[src/rtl/grf_wb.sv]
// 32 x 32-bit general register file at the end of writeback.
// Read ports can bypass same-cycle write data. Also holds a pending-producer scoreboard and a one-cycle commit trace.
module grf_wb #(
    parameter bit          BYPASS = 1'b1,
    parameter int unsigned CNT_W  = 32
) (
    input  logic             clk,
    input  logic             rst_n,
    input  logic             we,
    input  logic [4:0]       WriteAddr,
    input  logic [31:0]      WriteData,
    input  logic [31:0]      wb_pc,
    input  logic [4:0]       ra1,
    input  logic [4:0]       ra2,
    output logic [31:0]      rd1,
    output logic [31:0]      rd2,
    input  logic             issue_valid,
    input  logic [4:0]       issue_addr,
    output logic             busy1,
    output logic             busy2,
    output logic             trace_valid,
    output logic [31:0]      trace_pc,
    output logic [4:0]       trace_addr,
    output logic [31:0]      trace_data,
    output logic [CNT_W-1:0] retire_cnt
);
    localparam int unsigned NREG = 32;
    localparam int unsigned AW   = 5;
    localparam int unsigned DW   = 32;

    logic [DW-1:0]   r_regs [NREG];
    logic [NREG-1:0] r_pending;
    logic [NREG-1:0] w_pending_nxt;
    logic            w_commit;
    logic            w_hit1;
    logic            w_hit2;

    // Writes to $0 are dropped entirely.
    assign w_commit = we && (WriteAddr != AW'(0));
    assign w_hit1   = BYPASS && w_commit && (WriteAddr == ra1);
    assign w_hit2   = BYPASS && w_commit && (WriteAddr == ra2);

    always_ff @(posedge clk or negedge rst_n) begin
        if (!rst_n) begin
            for (int i = 0; i < NREG; i++) begin
                r_regs[i] <= '0;
            end
        end else if (w_commit) begin
            r_regs[WriteAddr] <= WriteData;
        end
    end

    always_comb begin
        rd1 = r_regs[ra1];
        if (ra1 == AW'(0)) begin
            rd1 = '0;
        end else if (w_hit1) begin
            rd1 = WriteData;
        end
    end

    always_comb begin
        rd2 = r_regs[ra2];
        if (ra2 == AW'(0)) begin
            rd2 = '0;
        end else if (w_hit2) begin
            rd2 = WriteData;
        end
    end

    // A newer issue to the same register outranks the commit clearing it.
    always_comb begin
        w_pending_nxt = r_pending;
        if (w_commit) begin
            w_pending_nxt[WriteAddr] = 1'b0;
        end
        if (issue_valid && (issue_addr != AW'(0))) begin
            w_pending_nxt[issue_addr] = 1'b1;
        end
        w_pending_nxt[0] = 1'b0;
    end

    always_ff @(posedge clk or negedge rst_n) begin
        if (!rst_n) begin
            r_pending <= '0;
        end else begin
            r_pending <= w_pending_nxt;
        end
    end

    assign busy1 = (ra1 != AW'(0)) && r_pending[ra1] && !w_hit1;
    assign busy2 = (ra2 != AW'(0)) && r_pending[ra2] && !w_hit2;

    // Trace fields hold between commits; only the valid strobe drops.
    always_ff @(posedge clk or negedge rst_n) begin
        if (!rst_n) begin
            trace_valid <= 1'b0;
            trace_pc    <= '0;
            trace_addr  <= '0;
            trace_data  <= '0;
            retire_cnt  <= '0;
        end else begin
            trace_valid <= w_commit;
            if (w_commit) begin
                trace_pc   <= wb_pc;
                trace_addr <= WriteAddr;
                trace_data <= WriteData;
                retire_cnt <= retire_cnt + CNT_W'(1);
            end
        end
    end

endmodule

[config.mk]
export PLATFORM = sky130hd
export DESIGN_NAME = grf_wb
export DESIGN_NICKNAME = d
export VERILOG_FILES = /design/src/rtl/grf_wb.sv
export SDC_FILE = /design/constraint.sdc
export NUM_CORES = 2
export LEC_CHECK = 0
export ABC_AREA = 1
export CAP_MARGIN = 20
export CORE_MARGIN = 4
export CORE_UTILIZATION = 30
export DETAILED_ROUTE_END_ITERATION = 10
export GPL_TIMING_DRIVEN = 0
export HOLD_SLACK_MARGIN = 0.08
export PLACE_DENSITY = 0.43
export REMOVE_ABC_BUFFERS = 1
export SYNTH_ARGS = -nofsm -noshare
export SYNTH_HDL_FRONTEND = slang
export SYNTH_SLANG_ARGS = --single-unit
[constraint.sdc]
create_clock -name clk -period 2.1 [get_ports clk]
set_input_delay 0.42 -clock clk [delete_from_list [all_inputs] [get_ports clk]]
set_output_delay 0.42 -clock clk [all_outputs]
set_load 0.05 [all_outputs]
# == Yosys cells after proc, flatten, opt, wreduce, memory -nomap -nowiden ==
# Index checks and enable logic that the tools add are counted.
# totals
regBits,1157
latchBits,0
ramBits,0
rom_bits,0
in_bits,88
memories,0
# op_classes
add_sub_neg,1
multipliers,0
div_mod_pow,0
order_cmp,10
n_eq_ne,2
shift,0
mux,23
bitwise,6
n_reduce_logical,19
# ops
op,n
1024-bit bitwise mux,1
32-bit 2-to-1 mux,11
32-bit binary-select mux with 5-bit select,2
32-bit demux with 5-bit select,1
"32-bit by 1-bit adder with 32-bit output, second input constant",1
32-bit AND,1
32-bit NOT,1
32-bit bitwise OR,1
"5-bit by 6-bit < comparator with 1-bit output, second input constant",4
5-bit nonzero test,4
"6-bit greater-or-equal comparator, second input constant",3
5-bit NOT with 6-bit output,3
1-bit logical AND,11
1-bit binary-select mux with 5-bit select,2
1-bit demux with 5-bit select,2
5-bit equality test,2
"5-bit by 1-bit greater-or-equal comparator with 1-bit output, second input constant",2
5-bit zero test,2
"6-bit by 1-bit < comparator with 1-bit output, second input constant",1
1-bit 2-to-1 mux,4
1-bit zero test,2

# == Depth between registers and ports, before layout ==
# logic_depth
ltp_word,9
mapped_depth,14
mapped_depth_nobuf,11

# == Least setup slack after synthesis ==
# OpenSTA, ideal clock, no wires.
# synth_timing
path_kind,input -> output
from,in ra1[0]
to,out rd1[30]
t_arrival_ns,2.218
required_ns,1.680
path_slack_ns,-0.538
cell_stages,11
path_cell_list,inv_1 > clkbuf_1 > clkbuf_1 > nand2_1 > nand3_1 > nand3_1 > nand2_1 > nand2_1 > nand3_1 > nand2_1 > a21oi_1
# synth_via
elab_chain_len,6
elab_cells_between_ends,9
classes_between,eq/ne: 1; mux: 5; bitwise: 1; reduce/logical: 2
# synth_lines
item,line,rtl
"start, declared",13,"input logic [4:0] ra1,"
5-bit NOT with 6-bit output (not written as such),54,rd1 = r_regs[ra1];
32-bit binary-select mux with 5-bit select,54,
32-bit 2-to-1 mux (not written as such) (2 in series),54,
32-bit 2-to-1 mux,57,end else if (w_hit1) begin
32-bit 2-to-1 mux *,55,if (ra1 == AW'(0)) begin
"end, declared",15,"output logic [31:0] rd1,"
# Every way passes the cells marked *; elsewhere a longest branch is shown, timed or not. The select of a mux whose other input is x is not followed.

# == Final worst setup path ==
# layout_timing
from,in ra1[0]
to,out rd1[18]
# Same word-level chain as after synthesis.

==> run summary <==
worst hold path stage count: 3
Die Height: 467 um
area share of the largest cell type after synthesis: 0.457
fin crit share: 1.41
EDFF count, synth: 0
Avg Inst Size Synth: 7.44 um2
share of cells above drive strength 1: 0.147
Synth Instances: 8511
IO buf count: 255
top_reg_cell synth: dfrtp_1
failing checks: negative setup slack
FF+latch count, synth: 1157
RSZ-0062 raised after global routing: yes
clk slew on worst S/H paths: 60 ps
fmax: 0.338 GHz
Initial Utilization: 0.302
final setup fails: 485
1st-pass router iterations: 8
fin worst setup slack: -855 ps
VDD IR max: 0.762 mV
Slew Viols, Final: 0
Die W: 467 um
Pwr Density: 897 mW/mm2
most frequent cells in the layout: nand2_1, dfrtp_1, o21ai_0
Least-Margin Pin Slew: 1140 ps
first-pass GRT wire length: 480 mm
# clock sinks: 1157
Hold Fails Final Rpt: 0
Seq/Total Area, Yosys: 0.457
fillers: 21300
Congestion Overflow GR: 0
pin count of the biggest net entering global routing: 153
Lkg Pwr: 37.3 nW
root buf cell: clkbuf_16
antenna violations before repair: 16
Post-Syn Area: 0.0633 mm2
CP Launch Type: input pin
Detail Placement HPWL: 159 mm
Total Nets Final: 8731
crit path kind: input pin to output port
Cell Rows: 168
TNS Setup: -163130 ps
minimum clock period: 2950 ps
Avg WL per Cell: 31.1 um
Hold Worst Slack: 128 ps
Max-Cap Viols: 0
Final GP Congestion: 0.747
post-route antenna net violation count: 0
global-route usage over all layers: 0.307
num ports: 256
CP Max Fanout: 6
vias in the first global route: 60900
via count: 66400
fraction of registers with async set or reset after synthesis: 1.00
Synth Warn #: 0
initial DRC count: 9336
Layout area overhead: 31.8%
leading area contributor after synthesis: dfrtp_1
core area: 0.210 mm2
Layout Utilization: 0.398
wirelength, routed: 359 mm
CTS Buffer Depth: 3
Clock Latency Late Sink: 810 ps
CTS tree: yes
H-tree Lvls: 4
vias per cell: 5.74
worst path cell trace: buf_16 > buf_16 > buf_16 > buf_16 > xnor2_4 > nand2_2 > nor3_4 > buf_6 > a21boi_4 > buf_4 > buf_16 > nand3_1 > nand2_2 > buf_8
CP max stage cell: nor3_4
DRC: 0
CP max stage delay: 300 ps
total CTS buffers: 148
top post-synthesis cells by area: dfrtp_1, nand2_1, o21ai_0
CP required: 1680 ps
pre-CTS setup slack: -4000 ps
commonest non-fill, non-tap cell in the layout: nand2_1
Most common cell on crit path: buf_16
worst min path class: input pin to flop
Final Power: 74.9 mW
Slew HR: 0.241
crit end category: output port
Netlist cell types: 37
Critical Path AT: 2530 ps
depth of the worst register-to-register path: 8
Worst Skew: 10.4 ps
status: complete, but fails checks
Total Die Area: 0.218 mm2
-- through the flow --
| step | area [um2] | cells |
|---|---|---|
| after floorplan | 59600 | 7694 |
| after global placement | 65700 | 10800 |
| after detailed placement | 69200 | 10900 |
| after CTS | 80500 | 11400 |
| after global routing | 83400 | 11600 |
| final | 83500 | 11600 |
-- critical path: cells and delay by family --
| family | cells | cell delay, ps |
|---|---|---|
| simple gates | 4 | 640 |
| buf+inv | 8 | 1170 |
| compound gates | 1 | 60 |
| xor+xnor | 1 | 130 |
-- timing repair --
| action | 4_1_cts | 5_1_grt |
|---|---|---|
| cloned | 132 | 45 |
| endpoints found under the hold margin | 151 | 143 |
| setup endpoints to repair | 1278 | 1025 |
| gates resized for setup | 893 | 536 |
| hold buffers | 9 | 2 |
| pin swaps | 83 | 156 |
| buffers inserted | 117 | 86 |
-- logic make-up after synthesis --
| family | Yosys count | share of synthesized area |
|---|---|---|
| simple gates | 3345 | 0.224 |
| compound gates | 2496 | 0.216 |
| buf+inv | 1478 | 0.0970 |
| flops | 1157 | 0.457 |
| xor+xnor | 34 | 0.00470 |
| fa+ha+maj | 1 | 0.000198 |
-- area by class of cell --
| type | instances | area, um2 | share of cell area |
|---|---|---|---|
| multi-input combinational | 5881 | 30300 | 0.363 |
| timing repair inverter | 18 | 241 | 0.00289 |
| inverter | 661 | 2760 | 0.0331 |
| timing repair buffer | 775 | 12900 | 0.154 |
| tap | 2805 | 3510 | 0.0421 |
| antenna | 13 | 32.5 | 0.000390 |
| clock inverter | 33 | 340 | 0.00408 |
| clock buffer | 228 | 4420 | 0.0530 |
| sequential | 1157 | 29000 | 0.347 |
-- where the power goes --
part	internal (mW)	switching, mW
combinational	7.01	12.6
clock	14.9	10.8
sequential	27.0	2.49
-- path summary, 6_finish.rpt --
| kind | startpoint | endpoint | slack, ps |
|---|---|---|---|
| worst max-delay path | ra1[0] | rd1[18] | -850 |
| worst min register to register | r_regs[999] | r_regs[999] | 390 |
| min in group asynchronous | rst_n | r_regs[949] | 530 |
| worst min-delay path | WriteAddr[0] | trace_addr[0] | 130 |
| max in group asynchronous | rst_n | r_regs[596] | -570 |
| worst max register to register | retire_cnt[0] | retire_cnt[28] | 140 |
-- sequential cells by signal (all words and copies together) (netlist names) --
register,flops
trace_data,32
r_regs,1024
trace_addr,5
r_pending,31
trace_pc,32
trace_valid,1
retire_cnt,32
-- synthesized netlist by cell type, types with 2 or more instances --
cell         n
nand2_1   1817
o21ai_0   1168
dfrtp_1   1157
nand3_1   1099
a21oi_1    768
inv_1      650
o211ai_1   452
clkbuf_1   443
nor2_1     350
buf_2      227
o21ai_1     76
buf_1       74
buf_4       53
nor3_1      31
xor2_1      22
o22ai_1     15
a21oi_2     14
nand4_1     14
buf_6       13
xnor2_1     12
nor2_2      11
inv_2        8
clkbuf_2     7
nor2_4       6
nand2_4      5
nor2_8       3
nor4_1       3
clkinv_1     2
nand2_2      2
o31ai_1      2
-- metal layers --
| metal | routed length [um] | track usage | part of all wire | vias up |
|---|---|---|---|---|
| li1 | - | - | - | 28900 |
| met1 | 148000 | 0.420 | 0.41 | 32500 |
| met2 | 152000 | 0.460 | 0.42 | 4079 |
| met3 | 37500 | 0.0715 | 0.10 | 922 |
| met4 | 21500 | 0.143 | 0.060 | 8 |
| met5 | 51 | 0 | 0.00014 | - |
No activity file was read; power rests on OpenSTA's default activity.
